**config.mk**
```make
export PLATFORM = sky130hd
export DESIGN_NAME = mem_access_stage
export DESIGN_NICKNAME = d
export VERILOG_FILES = /design/src/rtl/mem_access_stage.sv
export SDC_FILE = /design/constraint.sdc
export NUM_CORES = 1
export LEC_CHECK = 0
export BUFFER_PORTS_ARGS = -buffer_cell sky130_fd_sc_hd__clkbuf_2
export CAP_MARGIN = 30
export CORE_MARGIN = 3
export CORE_UTILIZATION = 40
export CTS_CLUSTER_SIZE = 30
export DETAILED_ROUTE_END_ITERATION = 8
export PLACE_DENSITY = 0.68
export SKIP_CTS_REPAIR_TIMING = 1
export SYNTH_ARGS = -nofsm -noshare
export SYNTH_HDL_FRONTEND = slang
export SYNTH_SLANG_ARGS = --single-unit
```
**constraint.sdc**
```tcl
create_clock -name clk -period 2.2 [get_ports clk]
set_input_delay 0.22 -clock clk [delete_from_list [all_inputs] [get_ports clk]]
set_output_delay 0.22 -clock clk [all_outputs]
set_load 0.05 [all_outputs]
```
**src/rtl/mem_access_stage.sv**
```systemverilog
// mem_access_stage: memory stage issuing word/byte loads and stores over a req/ack port
// and emitting a one-cycle writeback packet; an access that outlasts TIMEOUT cycles is aborted with err_bus.
module mem_access_stage #(
   parameter int WORD_SIZE = 32,
   parameter int TIMEOUT = 16
) (
   input  logic                   clk,
   input  logic                   rst,
   input  logic                   in_valid,
   output logic                   in_ready,
   input  logic [WORD_SIZE-1:0]   alu_result,
   input  logic [WORD_SIZE-1:0]   store_data,
   input  logic                   mem_read,
   input  logic                   mem_write,
   input  logic                   byte_op,
   input  logic                   load_unsigned,
   input  logic [4:0]             rd,
   input  logic                   reg_write,
   output logic                   dmem_req,
   output logic                   dmem_we,
   output logic [WORD_SIZE-1:0]   dmem_addr,
   output logic [WORD_SIZE-1:0]   dmem_wdata,
   output logic [WORD_SIZE/8-1:0] dmem_be,
   input  logic                   dmem_ack,
   input  logic [WORD_SIZE-1:0]   dmem_rdata,
   output logic                   wb_valid,
   output logic [4:0]             wb_rd,
   output logic [WORD_SIZE-1:0]   wb_data,
   output logic                   wb_reg_write,
   output logic                   err_misaligned,
   output logic                   err_bus
);
   localparam int BL = WORD_SIZE / 8;
   localparam int CW = $clog2(TIMEOUT) + 1;
   typedef enum logic {IDLE, WAIT} state_t;
   state_t state;
   logic [CW-1:0] cnt;
   logic l_byte, l_uns, l_rw;
   logic [4:0] l_rd;
   logic is_mem, illegal;
   logic [7:0] lane;
   logic [WORD_SIZE-1:0] load_val;
   assign in_ready = state == IDLE;
   always_comb begin
      is_mem = mem_read | mem_write;
      illegal = (mem_read & mem_write) | (!byte_op && alu_result[1:0] != 2'b00);
      lane = 8'(dmem_rdata >> {dmem_addr[1:0], 3'b000});
      load_val = l_byte ? {{(WORD_SIZE-8){l_uns ? 1'b0 : lane[7]}}, lane} : dmem_rdata;
   end
   always_ff @(posedge clk) begin
      if (!rst) begin
         state <= IDLE;
         cnt <= '0;
         dmem_req <= 1'b0;
         dmem_we <= 1'b0;
         dmem_addr <= '0;
         dmem_wdata <= '0;
         dmem_be <= '0;
         wb_valid <= 1'b0;
         wb_rd <= '0;
         wb_data <= '0;
         wb_reg_write <= 1'b0;
         err_misaligned <= 1'b0;
         err_bus <= 1'b0;
         l_byte <= 1'b0;
         l_uns <= 1'b0;
         l_rw <= 1'b0;
         l_rd <= '0;
      end else begin
         wb_valid <= 1'b0;
         err_misaligned <= 1'b0;
         err_bus <= 1'b0;
         if (state == IDLE) begin
            if (in_valid && (!is_mem || illegal)) begin
               wb_valid <= 1'b1;
               wb_data <= alu_result;
               wb_rd <= rd;
               wb_reg_write <= !is_mem && reg_write;
               err_misaligned <= is_mem;
            end else if (in_valid) begin
               state <= WAIT;
               cnt <= '0;
               dmem_req <= 1'b1;
               dmem_we <= mem_write;
               dmem_addr <= alu_result;
               dmem_be <= byte_op ? BL'(1) << alu_result[1:0] : '1;
               dmem_wdata <= byte_op ? {BL{store_data[7:0]}} : store_data;
               l_byte <= byte_op;
               l_uns <= load_unsigned;
               l_rw <= reg_write;
               l_rd <= rd;
            end
         end else if (dmem_ack) begin
            state <= IDLE;
            cnt <= '0;
            dmem_req <= 1'b0;
            wb_valid <= 1'b1;
            wb_rd <= l_rd;
            wb_data <= dmem_we ? '0 : load_val;
            wb_reg_write <= !dmem_we && l_rw;
         end else if (cnt == CW'(TIMEOUT - 1)) begin
            // abort: the request has been held TIMEOUT cycles without an ack
            state <= IDLE;
            cnt <= '0;
            dmem_req <= 1'b0;
            wb_valid <= 1'b1;
            wb_rd <= l_rd;
            wb_data <= '0;
            wb_reg_write <= 1'b0;
            err_bus <= 1'b1;
         end else begin
            cnt <= cnt + 1'b1;
         end
      end
   end
endmodule

```
After elaboration in Yosys (flattened, before gate mapping). Index checks and enable logic that the tools add are counted.

Register bits: 125. Input port bits: 110. Output and inout bits: 112. Word-level logic and storage cells: 81.

Add/subtract/negate cells: 1. Equal/unequal tests: 3. Shift-type cells: 2. Muxes and demuxes: 35. Bitwise gates (word level): 6. Reductions and logical operators: 17.

Operator list (number): 32-bit 2-to-1 mux (7); 5-bit 2-to-1 mux (9); 32-bit by 5-bit right shift with 8-bit output (1); 1-bit 2-to-1 mux (18); 3-bit AND reduction (2); 2-bit nonzero test (3); 3-bit OR reduction (2); 5-bit by 1-bit adder with 5-bit output, second input constant (1); 5-bit by 4-bit equality test with 1-bit output, second input constant (1); 1-bit logical AND (4); 4-bit 2-to-1 mux (1); 2-bit AND reduction (2); 1-bit by 2-bit << shifter with 4-bit output, first input constant (1); 1-bit logical NOT (3); 3-bit by 2-bit != test with 1-bit output, second input constant (1); 1-bit inverter (3); 2-bit != test, second input constant (1); 1-bit OR (2); 1-bit bitwise AND (1); 1-bit logical OR (1).

Depth between registers and ports, before layout.
Depth in word-level cells: 7. Mapped depth: 7. Gate-level depth less buffers: 5.

Worst setup path before layout. No wires, ideal clock.

Path type: register -> register. Start point: register dmem_addr[0]. End point: register wb_data[16]. Setup time: 119 ps. Arrival time: 1845 ps. Data required time: 2081 ps. Path slack: 236 ps. Cell stages (with the launch flop): 6. Buffers on the path: 1. Period minus slack after synthesis: 1964 ps. Cells stage by stage: dfxtp_1 mux4_2 nand4b_1 o21ai_2 buf_2 o221a_2.

Word-level cells in the longest chain between the ends: 6.

Ends and longest elaborated chain: start, declared (line 21) `output logic [WORD_SIZE-1:0] dmem_addr,`; start signal, assigned (line 85) `dmem_addr <= alu_result;`; 32-bit by 5-bit right shift with 8-bit output (line 47) `lane = 8'(dmem_rdata >> {dmem_addr[1:0], 3'b000});`; 1-bit 2-to-1 mux (line 48) `load_val = l_byte ? {{(WORD_SIZE-8){l_uns ? 1'b0 : lane[7]}}, lane} : dmem_rdata;`; 32-bit 2-to-1 mux (line 48); 32-bit 2-to-1 mux (line 99) `wb_data <= dmem_we ? '0 : load_val;`; 32-bit 2-to-1 mux (line 93) `end else if (dmem_ack) begin`; 32-bit 2-to-1 mux (line 73) `if (state == IDLE) begin`; end signal, assigned (line 76) `wb_data <= alu_result;`; end signal, assigned (line 99); end, declared (line 28) `output logic [WORD_SIZE-1:0] wb_data,`.

Every way passes these cells. A chain may end at the register's enable or synchronous reset.

Worst setup path after layout.
Start point: register cnt[0]. End point: register wb_data[28].

Word-level cells in the longest chain between the ends: 3.

Ends and longest elaborated chain: start, declared (line 37) `logic [CW-1:0] cnt;`; start signal, assigned (line 112) `cnt <= cnt + 1'b1;`; 5-bit by 4-bit equality test with 1-bit output (line 101) `end else if (cnt == CW'(TIMEOUT - 1)) begin`; 3-bit by 2-bit != test with 1-bit output (no line); 2-bit AND reduction (no line).

Every way passes these cells.

==> tab_implementation.tex <==
\begin{tabular}{lr}
\hline
Metric & Value \\
\hline
\multicolumn{2}{l}{\textbf{Critical path}} \\
Reg2reg start & cnt[0]\$\_SDFFE\_PN0P\_ \\
Endpoint arrival time on the critical path & $\sim$2.3 ns \\
Category of the critical setup timing path & flip-flop to flip-flop \\
CP required & 2.51 ns \\
Cell depth of the worst flop-to-flop path & 6 \\
Reg-to-reg endpoint & wb\_data[28]\$\_SDFFE\_PN0P\_ \\
Type of destination of the critical path & flip-flop \\
Startpoint Class & flip-flop \\
Reg2Reg Setup Slack & 0.18 ns \\
Peak fanout along the critical path & 24 \\
\multicolumn{2}{l}{\textbf{Timing}} \\
Number of endpoints failing setup at the final stage & 0 \\
Measured slew at the worst slew-check pin & between 0.8 and 0.9 ns \\
Fmax & a little under 500 MHz \\
Sum of negative setup slack & 0 ns \\
Max Clock Skew & between 0.005 and 0.006 ns \\
Worst rel slew slack & 0.4108 \\
Setup slack after layout & 0.1815 ns \\
Setup repair after global routing missed its margin & no \\
Shortest period the worst path allows & around 2.0 ns \\
Hold violation total from the final report & 0 \\
Part of the cycle the worst path needs & 0.9175 \\
Number of slew-limit violations in the final report & 0 \\
\multicolumn{2}{l}{\textbf{Global routing}} \\
Number of antenna violations at the first check in global routing & 0 \\
Gr usage total & 0.2405 \\
Global route overflow & 0 \\
Pin count of the biggest net entering global routing & 40 \\
First-pass GRT wire length & 27320 µm \\
Via count of the first global-routing pass & 5155 \\
\multicolumn{2}{l}{\textbf{Floorplan}} \\
Vert. Die Dim & 121.3 µm \\
Die boundary width & 121.3 µm \\
Total I/O pin count & between 200 and 250 \\
Die ar. & roughly 0.015 mm² \\
CORE AREA & 0.01282 mm² \\
Initial core utilization & 0.4145 \\
Site Rows & between 40 and 50 \\
\multicolumn{2}{l}{\textbf{Synth}} \\
Distinct cell type count of the synthesized netlist & 48 \\
Synthesized area & between 0.005 and 0.006 mm² \\
Post-synthesis share of cell area spent on xor and xnor gates & 0.004707 \\
Compound-Gate Fraction of Synth Area & 0.2546 \\
Syn. warnings & 0 \\
Library cell with the largest summed area after synthesis & sky130\_fd\_sc\_hd\_\_dfxtp\_1 \\
Post-synthesis mux area share & 0.07390 \\
Largest family of logic cells by synthesized area & compound AO/OA/AOI/OAI gates \\
Post-synthesis adder-cell area fraction & 0.002353 \\
Number of enable-type register cells in the synthesized netlist & 0 \\
Post-synthesis net count & a little under 700 \\
Top cells by count, synth & sky130\_fd\_sc\_hd\_\_dfxtp\_1 (125), sky130\_fd\_sc\_hd\_\_nand2\_1 (111), sky130\_fd\_sc\_hd\_\_a21oi\_1 (51) \\
Proportion of synthesized flip-flops having asynchronous set or reset & 0 \\
Gate count after technology mapping & 576 \\
Most used standard cell by instance count after synthesis & sky130\_fd\_sc\_hd\_\_dfxtp\_1 \\
Synth Area per Inst & 9.230 µm² \\
Post-synth top flop & sky130\_fd\_sc\_hd\_\_dfxtp\_1 \\
Post-synth top area share & 0.4707 \\
Share of synthesized area occupied by flip-flops and latches & 0.4707 \\
Flip-flop and latch count after synthesis & about 130 \\
Simple-gate share of the synthesized area & 0.1459 \\
Ranking of synthesized cells by area & sky130\_fd\_sc\_hd\_\_dfxtp\_1 (47\%), sky130\_fd\_sc\_hd\_\_nand2\_1 (7.8\%), sky130\_fd\_sc\_hd\_\_mux2i\_1 (7.0\%), sky130\_fd\_sc\_hd\_\_a21oi\_1 (4.8\%), sky130\_fd\_sc\_hd\_\_o221a\_2 (4.7\%) \\
\multicolumn{2}{l}{\textbf{Placement}} \\
Estimated wirelength of the detail-placed design & $\sim$13000 µm \\
\# placed instances & 934 \\
RePlAce Congestion & 0.8218 \\
\# port buffers & 221 \\
Cell area after placement & $\sim$0.0066 mm² \\
Setup slack after placement & 0.1030 ns \\
\multicolumn{2}{l}{\textbf{Job}} \\
Max cap viols & 0 \\
\multicolumn{2}{l}{\textbf{Power and ir drop}} \\
Share of power burned in combinational logic & 0.218 \\
Peak supply drop & between 0.4 and 0.5 mV \\
Clock network fraction of design power & 0.415 \\
PwrDens & 964.3 mW/mm² \\
Register share of total power & 0.367 \\
Power Internal & between 0.004 and 0.005 W \\
Switching Share & 0.3117 \\
Leakage power figure & between 3 and 4 nW \\
Switching component of the power & $\sim$0.0022 W \\
\multicolumn{2}{l}{\textbf{Layout}} \\
Fraction of layout cells with a size suffix above 1 & 0.3892 \\
Fill cell count & 1173 \\
Register cell area after layout & between 0.002 and 0.003 mm² \\
Fin cells & just under 1000 \\
Final net count & 893 \\
Design area & 0.007189 mm² \\
Syn-to-layout area delta & 35.23\% \\
Ant diodes & 0 \\
Post-layout util & 0.5606 \\
Multi-input combinational cell area & $\sim$0.0026 mm² \\
\multicolumn{2}{l}{\textbf{Routing}} \\
Post-route ant nets & 0 \\
DRC violation count after routing & 0 \\
DRT Wirelength & between 15000 and 20000 µm \\
Number of iterations in the first detailed-routing pass & 5 \\
DRC marker count from the first detailed-route iteration & approximately 370 \\
Via-to-Cell Ratio & about 5.5 \\
Final routed wire length divided by cell count & 18.42 µm \\
Detailed-route via count & 5311 \\
\multicolumn{2}{l}{\textbf{Clocking}} \\
Number of sinks handled by clock tree synthesis & 125 \\
Maximum root-to-sink buffer count & 2 \\
Later-pin clock latency in the skew report & $\sim$0.42 ns \\
Number of buffers created by CTS & 17 \\
CTS Root Cell & sky130\_fd\_sc\_hd\_\_clkbuf\_16 \\
Depth of the CTS H-tree & 4 \\
TritonCTS clock tree & built \\
CTS clk-pin slew, worst paths & 0.05 ns \\
\multicolumn{2}{l}{\textbf{Hold path}} \\
Startpoint of the most critical hold path & rd[4] \\
Path class of the lowest-slack min-delay path & primary input to flip-flop \\
Endpoint with the worst hold slack & l\_rd[4]\$\_SDFFE\_PN0P\_ \\
Number of stages on the worst hold path & 3 \\
\multicolumn{2}{l}{\textbf{Status}} \\
Status & finished, final reports clean \\
\hline
\end{tabular}
==> cells by family after synthesis <==
group / count (synthesis)
flops: 125
fa+ha+maj: 1
mux: 38
compound gates: 169
xor+xnor: 2
buf+inv: 56
simple gates: 185
==> cell usage in the layout (no fill, tap or decap), types with 7 or more instances in the layout <==
master	instances
sky130_fd_sc_hd__a21oi_1	51
sky130_fd_sc_hd__a211oi_1	24
sky130_fd_sc_hd__clkbuf_2	221
sky130_fd_sc_hd__dfxtp_1	125
sky130_fd_sc_hd__clkbuf_16	17
sky130_fd_sc_hd__o221ai_1	7
sky130_fd_sc_hd__a22o_1	24
sky130_fd_sc_hd__a2bb2oi_1	8
sky130_fd_sc_hd__mux2i_1	37
sky130_fd_sc_hd__nor3_1	14
sky130_fd_sc_hd__nand2_1	111
sky130_fd_sc_hd__buf_4	15
sky130_fd_sc_hd__o221a_2	22
sky130_fd_sc_hd__a311oi_1	8
sky130_fd_sc_hd__nor2_1	38
==> through the flow <==
stage	power (W)	hold slack (ns)
floorplan	0.003646	0.3560
global placement	0.004066	0.4219
CTS	0.006982	0.01980
finish	0.006932	0.03854
global route	0.007177	0.02924
detailed placement	0.004096	0.4232
==> power groups by stage <==
stage | clock, W | combinational (W) | sequential, W
after floorplan | 0 | 0.000529 | 0.00312
after global placement | 0 | 0.00149 | 0.00258
after detailed placement | 0 | 0.00151 | 0.00259
after CTS | 0.00293 | 0.00151 | 0.00254
after global routing | 0.00301 | 0.00161 | 0.00256
final | 0.00288 | 0.00151 | 0.00254
==> final cells by class <==
type / instances / share of cell area
inverters: 3 / 0.001740
clock buffers: 24 / 0.06840
multi-input cells: 396 / 0.3587
clock inverters: 7 / 0.01532
well taps: 172 / 0.02993
repair buffers: 239 / 0.1779
flip-flops and latches: 125 / 0.3481
==> per-layer routing <==
layer | vias up | global-route usage | part of all wire
met3 | 37 | 0.06620 | 0.085
met1 | 2503 | 0.2932 | 0.41
li1 | 2520 | - | -
met4 | 0 | 0.1218 | 0.030
met2 | 251 | 0.3886 | 0.47
met5 | - | 0 | 0
==> flip-flops by register name, summed over array words and instances, names as in the netlist <==
register	count
cnt	5
dmem_addr	32
dmem_be	4
dmem_req	1
dmem_wdata	32
dmem_we	1
err_bus	1
err_misaligned	1
l_byte	1
l_rd	5
l_rw	1
l_uns	1
state	1
wb_data	32
wb_rd	5
wb_reg_write	1
wb_valid	1
==> worst max-delay path, cell delays in order, from the launching register on <==
cell and delay, ns:
sky130_fd_sc_hd__dfxtp_1 0.41, sky130_fd_sc_hd__ha_1 0.24, sky130_fd_sc_hd__and4b_1 0.27, sky130_fd_sc_hd__o21a_2 0.37, sky130_fd_sc_hd__o21ai_2 0.10, sky130_fd_sc_hd__buf_4 0.22
sky130_fd_sc_hd__o221a_2 0.27
==> worst max path at each step <==
stage	startpoint	to	slack, ns	depth (start not counted)
floorplan	dmem_addr[0]$_SDFFE_PN0P_	wb_data[16]$_SDFFE_PN0P_	0.24	5
global placement	cnt[0]$_SDFFE_PN0P_	wb_data[17]$_SDFFE_PN0P_	0.19	5
detailed placement	cnt[0]$_SDFFE_PN0P_	wb_data[4]$_SDFFE_PN0P_	0.10	5
CTS	cnt[0]$_SDFFE_PN0P_	wb_data[4]$_SDFFE_PN0P_	0.08	5
global route	cnt[0]$_SDFFE_PN0P_	wb_data[28]$_SDFFE_PN0P_	0.08	6
finish	cnt[0]$_SDFFE_PN0P_	wb_data[28]$_SDFFE_PN0P_	0.18	6
(Power assumes the default switching activity.)
